## src/rtl/font_rom_pkg.sv

```systemverilog
// Shared constants, width helper and tag type for the font ROM arbiter.
package font_rom_pkg;

    localparam int NREQ_DEF    = 16;
    localparam int AW_DEF      = 10;
    localparam int DW_DEF      = 32;
    localparam int ROM_LAT_DEF = 1;
    localparam int NREQ_MAX    = 16;

    function automatic int clog2(input int n);
        int r;
        r = 0;
        for (int i = 0; i < 31; i++) begin
            if ((1 << i) < n) r = i + 1;
        end
        return r;
    endfunction

    // One-hot owner tag, sized for the largest supported requester count.
    typedef logic [NREQ_MAX-1:0] tag_t;

endpackage

```

## src/rtl/font_rom_arbiter_rr_pick.sv

```systemverilog
// Combinational round-robin picker: rotate requests so ptr lands at bit 0,
// take the lowest set bit, then map the offset back to a requester index.
module rr_pick #(
    parameter int NREQ = 16,
    parameter int PW   = 4
) (
    input  logic [NREQ-1:0] i_req,
    input  logic [PW-1:0]   i_ptr,
    output logic [NREQ-1:0] o_gnt,
    output logic [PW-1:0]   o_idx
);

    logic [2*NREQ-1:0] w_dbl;
    logic [PW:0]       w_off;
    logic [PW+1:0]     w_sum;
    logic              w_any;

    always_comb begin
        w_dbl = {i_req, i_req} >> i_ptr;
        w_any = |w_dbl;
        w_off = '0;
        // Upper half only duplicates the lower half, so the lowest hit is below NREQ.
        for (int j = 2*NREQ - 1; j >= 0; j--) begin
            if (w_dbl[j]) w_off = (PW+1)'(j);
        end
        w_sum = {2'b00, i_ptr} + {1'b0, w_off};
        o_idx = PW'((w_sum >= (PW+2)'(NREQ)) ? (w_sum - (PW+2)'(NREQ)) : w_sum);
        o_gnt = w_any ? (NREQ'(1) << o_idx) : '0;
    end

endmodule

```

## src/rtl/font_rom_arbiter.sv

```systemverilog
// Round-robin sharing of one synchronous font ROM among tile renderers; the
// owner of each fetch rides a one-hot tag pipeline matched to the ROM latency.
module font_rom_arbiter
    import font_rom_pkg::*;
#(
    parameter int NREQ    = NREQ_DEF,
    parameter int AW      = AW_DEF,
    parameter int DW      = DW_DEF,
    parameter int ROM_LAT = ROM_LAT_DEF
) (
    input  logic              clk,
    input  logic              rst,
    input  logic [NREQ-1:0]   req,
    input  logic [NREQ*AW-1:0] addr,
    output logic [NREQ-1:0]   gnt,
    output logic [AW-1:0]     rom_address,
    input  logic [DW-1:0]     rom_data,
    output logic [DW-1:0]     rdata,
    output logic [NREQ-1:0]   rvalid
);

    localparam int PW = clog2(NREQ);

    logic [PW-1:0]   r_ptr;
    tag_t            r_tag [ROM_LAT+1];
    logic [NREQ-1:0] w_gnt;
    logic [PW-1:0]   w_idx;
    logic [AW-1:0]   w_addr_sel;
    logic [PW-1:0]   w_ptr_next;

    rr_pick #(
        .NREQ (NREQ),
        .PW   (PW)
    ) u_pick (
        .i_req (req),
        .i_ptr (r_ptr),
        .o_gnt (w_gnt),
        .o_idx (w_idx)
    );

    assign gnt        = w_gnt;
    assign w_addr_sel = addr[w_idx*AW +: AW];
    assign w_ptr_next = (w_idx == PW'(NREQ - 1)) ? '0 : w_idx + 1'b1;

    // Tag stage ROM_LAT lines up with the cycle rom_data is valid for that fetch.
    always_ff @(posedge clk or negedge rst) begin
        if (!rst) begin
            r_ptr       <= '0;
            rom_address <= '0;
            rdata       <= '0;
            rvalid      <= '0;
            for (int i = 0; i <= ROM_LAT; i++) r_tag[i] <= '0;
        end else begin
            if (|w_gnt) begin
                r_ptr       <= w_ptr_next;
                rom_address <= w_addr_sel;
            end
            r_tag[0] <= tag_t'(w_gnt);
            for (int i = 1; i <= ROM_LAT; i++) r_tag[i] <= r_tag[i-1];
            rvalid <= r_tag[ROM_LAT][NREQ-1:0];
            if (|r_tag[ROM_LAT]) rdata <= rom_data;
        end
    end

endmodule
```

## config.mk

```make
export PLATFORM = sky130hd
export DESIGN_NAME = font_rom_arbiter
export DESIGN_NICKNAME = d
export VERILOG_FILES = /design/src/rtl/font_rom_pkg.sv /design/src/rtl/font_rom_arbiter_rr_pick.sv /design/src/rtl/font_rom_arbiter.sv
export SDC_FILE = /design/constraint.sdc
export NUM_CORES = 1
export LEC_CHECK = 0
export CORE_AREA = 2 2 126 128
export DETAILED_ROUTE_END_ITERATION = 16
export DIE_AREA = 0 0 128 130
export PLACE_DENSITY = 0.92
export SLEW_MARGIN = 10
export SYNTH_ARGS = -nofsm -noshare
export SYNTH_HDL_FRONTEND = slang
export SYNTH_SLANG_ARGS = --single-unit
```

## constraint.sdc

```tcl
create_clock -name clk -period 6.4 [get_ports clk]
set_clock_uncertainty 0.05 [all_clocks]
set_input_delay 0.64 -clock clk [delete_from_list [all_inputs] [get_ports clk]]
set_output_delay 0.64 -clock clk [all_outputs]
set_load 0.03 [all_outputs]
```

# ---- Word-level counts from Yosys, hierarchy flattened
# Index checks and enable logic that the tools add are counted.
dict set report word_totals {
  regBits 94
  input_bits 210
  output_inout_bits 74
}
dict set report classes {
  addsub 3
  n_mul 1
  n_lt_le_gt_ge 1
  n_eq_ne 1
  shift 3
  muxes 35
  reduce_logical 3
}
# op count
set ops {}
lappend ops {{$mux 5} 32}
lappend ops {{$shiftx 160x9->10} 1}
lappend ops {{$reduce_or 16->1} 2}
lappend ops {{$reduce_or 32->1} 1}
lappend ops {{$shr 32x4->32} 1}
lappend ops {{$mux 16} 1}
lappend ops {{$shl 1x4->16 const A} 1}
lappend ops {{$mux 4} 2}
lappend ops {{$mul 4x3->7 const B} 1}
lappend ops {{$add 4x5->6} 1}
lappend ops {{$ge 6x5->1 const B} 1}
lappend ops {{$add 4x1->4 const B} 1}
lappend ops {{$eq 4x4->1 const B} 1}
lappend ops {{$sub 4x1->4 const B} 1}

# ---- Logic depth before layout (Yosys ltp)
dict set report logic_depth {
  depth_word 39
  depth_mapped 26
  depth_no_buf 19
}

# ---- Hierarchy
# Synthesis repeated with hierarchy kept, for this count alone.
dict set report unflattened {
  cells_unflattened 498
  area_unflattened_um2 6324.8
}
# module n_inst cells_each area_each_um2 seq_area_each_um2
set by_module_without_submodules {}
lappend by_module_without_submodules {font_rom_arbiter 1 261 4304.1 2352.3}
lappend by_module_without_submodules {rr_pick 1 237 2020.7 0.0}

# ---- Worst setup path before layout
# Ideal clock, no wire load.
dict set report synth_path {
  kind {reg2out}
  from {register r_ptr[1]}
  to {output gnt[0]}
  arrival_ns 5.312
  t_required_ns 5.710
  path_slack_ns 0.398
  path_stages_with_launch 18
  cell_sequence {dfrtp_1 > buf_4 > buf_2 > buf_1 > mux2i_1 > mux4_2 > a21oi_1 > o21ai_0 > a221oi_1 > o31ai_1 > a21oi_1 > ha_1 > inv_1 > fa_1 > clkbuf_1 > dlygate4sd3_1 > nand2_1 > nor3_1}
}
dict set report synth_between {
  elab_chain_len 38
}
# item line
set synth_rtl {}
lappend synth_rtl {{start, declared} font_rom_arbiter.sv:24} ;# logic [PW-1:0] r_ptr;
lappend synth_rtl {{start signal, assigned} font_rom_arbiter.sv:55} ;# r_ptr <= w_ptr_next;
lappend synth_rtl {{$shr 32x4->32} font_rom_arbiter_rr_pick.sv:19} ;# w_dbl = {i_req, i_req} >> i_ptr;
lappend synth_rtl {{$mux 5 (32 in series)} font_rom_arbiter_rr_pick.sv:24} ;# if (w_dbl[j]) w_off = (PW+1)'(j);
lappend synth_rtl {{$add 4x5->6} font_rom_arbiter_rr_pick.sv:26} ;# w_sum = {2'b00, i_ptr} + {1'b0, w_off};
lappend synth_rtl {{$ge 6x5->1 / $sub 4x1->4 (equally long branches)} font_rom_arbiter_rr_pick.sv:27} ;# o_idx = PW'((w_sum >= (PW+2)'(NREQ)) ? (w_sum - (PW+2)'(NREQ)) : w_sum);
lappend synth_rtl {{$mux 4} font_rom_arbiter_rr_pick.sv:27}
lappend synth_rtl {{$shl 1x4->16} font_rom_arbiter_rr_pick.sv:28} ;# o_gnt = w_any ? (NREQ'(1) << o_idx) : '0;
lappend synth_rtl {{$mux 16 (*)} font_rom_arbiter_rr_pick.sv:28}
lappend synth_rtl {{end, declared} font_rom_arbiter.sv:15} ;# output logic [NREQ-1:0] gnt,
# Every way passes the cells marked *; elsewhere a longest branch is shown, timed or not.

# ---- Final worst setup path
dict set report layout_path {
  from {input req[12]}
  to {output gnt[15]}
}
dict set report layout_between {
  elab_chain_len 38
}
# item line
set layout_rtl {}
lappend layout_rtl {{start, declared} font_rom_arbiter.sv:13} ;# input logic [NREQ-1:0] req,
lappend layout_rtl {{$shr 32x4->32 (*)} font_rom_arbiter_rr_pick.sv:19}
lappend layout_rtl {{$mux 5 (32 in series)} font_rom_arbiter_rr_pick.sv:24}
lappend layout_rtl {{$add 4x5->6} font_rom_arbiter_rr_pick.sv:26}
lappend layout_rtl {{$ge 6x5->1 / $sub 4x1->4 (equally long branches)} font_rom_arbiter_rr_pick.sv:27}
lappend layout_rtl {{$mux 4} font_rom_arbiter_rr_pick.sv:27}
lappend layout_rtl {{$shl 1x4->16} font_rom_arbiter_rr_pick.sv:28}
lappend layout_rtl {{$mux 16 (*)} font_rom_arbiter_rr_pick.sv:28}
# Marks and branches as above.

==> results.yml <==
cells_and_area:
  drive_gt1_share_pct: 21.7
  final_common_cell: "clkdlybuf4s50_1"
  final_util_pct: 64.2
  diodes: 0
  mostFrequentLayoutCells: "clkdlybuf4s50_1 (270), dfrtp_1 (93), mux4_2 (68), nand2_1 (44), mux2_2 (43)"
  areaGrowthSynthToFinish_pct: 49.2
  final_nets: 1001
  finalNonFillerCells: 981
hold_path:
  hp-class: "in2async"
floorplanning:
  coreArea_um2: 15400
  ios: 284
  die_height_um: 130
  dieArea_um2: 16600
  rows: 46
  dieWidth_um: 128
  start_util_pct: 43.0
yosys:
  netlist_area_um2: 6640
  async_flop_share_pct: 100
  synth_edf_count: 0
  synthCells: 514
  syn_area_per_cell_um2: 12.9
  yosysUniqueCellTypes: 71
  ys_warn_count: 0
  synth_seq_cells: 94
  synthFlopType: "dfrtp_1"
  syn-num-nets: 731
  synth-seq-area-share_pct: 35.4
grt:
  grt_max_degree: 52
  antenna_found_initial: 2
  grt_overflow: 0
  grt-busiest-layer: "met2"
  grt_util_met3_pct: 7.46
  gr-usage-met1_pct: 36.0
  grt_usage_pct: 27.5
  grt_pass1_vias: 5837
  grt_pass1_wl_um: 34400
  met2_usage_pct: 46.1
route:
  drc_errors: 0
  drt_iter0_drc: 517
  viasPerCell: 6.02
  drtAntennaViolNets: 0
  vias: 5905
  wirelength_um: 23700
  wire_per_inst_um: 24.2
  drt-pass1-iter-count: 5
cts:
  cts.sinks: 94
  cts-htree-levels: 3
  cts_tree: "built"
  cts_hold_buf: 0
  path_clk_slew_ns: 0.08
  cts_buffers: 9
  clock_latency_ns: 0.34
  cts_buffer_depth: 2
  clockRootBuffer: "clkbuf_16"
critical_path:
  worstPathCellList: "clkdlybuf4s50_1 -> mux4_2 -> nand2_1 -> a21boi_0 -> nor2_1 -> a311o_1 -> a21oi_1 -> o21ai_0 -> a21oi_1 -> ha_2 -> inv_1 -> fa_2 -> inv_1 -> ha_1 -> ha_1 -> inv_1 -> nor2_1 -> clkdlybuf4s50_1"
  critPathKind: "in2out"
  slowest_delay_ns: 0.73
  cp_num_buf_inv: 5
  slowest_stage: "clkdlybuf4s50_1"
  cp-start-kind: "input port"
  crit_path_end_kind: "output port"
  worst-path-max-fanout: 11
  crit_family: "buffers and inverters"
  arrival_ns: 5.41
  cpMostUsedCell: "inv_1"
  worstPathRequired_ns: 5.71
run:
  maxCapViolCount: 0
placed_design:
  dp.cells: 965
  hpwl_um: 18700
  dp_slack_ns: 0.134
  portBuffers: 283
  gp_congestion: 0.933
timing:
  fmax_mhz: 164
  finalCritPeriodShare_pct: 95.4
  period_needed_ns: 6.10
  setup_violations: 0
  slew_violations: 0
  hold_viol: 0
  fin_ws_ns: 0.297
  slew_headroom_pct: 32.2
  tightestPinTransition_ns: 1.01
  whs_ns: 0.247
outcome:
  outcome: "finished, final reports clean"
## per-layer routing
metal	share of wire, %	vias up
met4	1.6	6
met5	0.20	-
met2	51	350
li1	-	2568
met1	38	2948
met3	9.3	33
## cell families (layout without fill, tap and decap cells)
logic type,Yosys count,after routing,synth area share (%)
multiplexers,149,149,39.7
XOR/XNOR,3,3,0.509
flip-flops,94,94,35.4
AO/OA/AOI/OAI,86,86,8.77
AND/OR/NAND/NOR,120,120,8.69
adder cells (fa/ha/maj),7,7,1.43
buffers and inverters,55,330,5.45
## worst reg2reg max path, delay by kind of cell (launching register included)
| family | cells | cell delay [ns] |
|---|---|---|
| AO/OA/AOI/OAI | 8 | 1.64 |
| multiplexers | 3 | 1.38 |
| XOR/XNOR | 2 | 1.04 |
| flip-flops | 1 | 0.77 |
| buffers and inverters | 1 | 0.28 |
| adder cells (fa/ha/maj) | 1 | 0.22 |
| AND/OR/NAND/NOR | 1 | 0.20 |
## repair_timing
item,4_1_cts,5_1_grt
resized for setup,0,16
endpoints found under the setup margin,0,16
buffers inserted,0,0
## layout make-up
type	count	area, µm²
clock buffer	9	225
clock inverter	7	71.3
fill	1117	5520
inverter	13	56.3
multi-input combinational	365	3940
sequential	94	2360
tap	192	240
timing repair buffer	301	3010
## synth_stat cells, types with 3 or more instances
library cell | instances | share of area [%]
dfrtp_1 | 94 | 35
mux4_2 | 68 | 23
nand2_1 | 44 | 2.5
mux2_2 | 43 | 7.3
a21oi_1 | 21 | 1.6
mux2i_1 | 18 | 2.7
nor3_1 | 18 | 1.4
nor2_1 | 17 | 0.96
clkbuf_1 | 16 | 0.90
o21ai_0 | 15 | 1.1
mux4_1 | 11 | 4.4
inv_1 | 10 | 0.57
buf_6 | 9 | 1.5
nand2b_1 | 7 | 0.66
a31oi_1 | 6 | 0.57
ha_1 | 6 | 1.1
mux2_4 | 6 | 1.4
nand3_1 | 6 | 0.45
buf_4 | 5 | 0.57
o22ai_1 | 5 | 0.47
a21o_1 | 4 | 0.45
nand4_1 | 4 | 0.38
nor4_1 | 4 | 0.38
a211oi_1 | 3 | 0.34
and2_1 | 3 | 0.28
buf_1 | 3 | 0.17
clkbuf_8 | 3 | 0.62
nand3b_1 | 3 | 0.34
nor2b_1 | 3 | 0.28
o211ai_1 | 3 | 0.34
o31ai_1 | 3 | 0.34
or2_2 | 3 | 0.28
## state kept, by name, indices dropped and copies added (netlist names)
register     count
r_tag           32
r_ptr            4
rom_address     10
rvalid          16
rdata           32
## worst paths after layout
kind / startpoint / end / slack, ns / depth (start not counted)
max: req[12] / gnt[15] / 0.30 / 18
min: rst / rdata[5] / 0.25 / 1
max reg2reg: r_ptr[0] / rom_address[7] / 0.69 / 16
min reg2reg: r_tag[28] / r_tag[12] / 0.30 / 0
max in group asynchronous: rst / r_ptr[1] / 4.93 / 2
min in group clk: r_tag[28] / r_tag[12] / 0.30 / 0
## metrics by stage
| step | TNS [ns] | cell area [µm²] |
|---|---|---|
| after floorplan | 0 | 6640 |
| after global placement | 0 | 9560 |
| after detailed placement | 0 | 9560 |
| after CTS | 0 | 9860 |
| after global routing | -0.000614 | 9900 |
| final | 0 | 9900 |
Power is not shown: default switching activity piles up to over one toggle a cycle in this logic, so the estimate is an artifact.
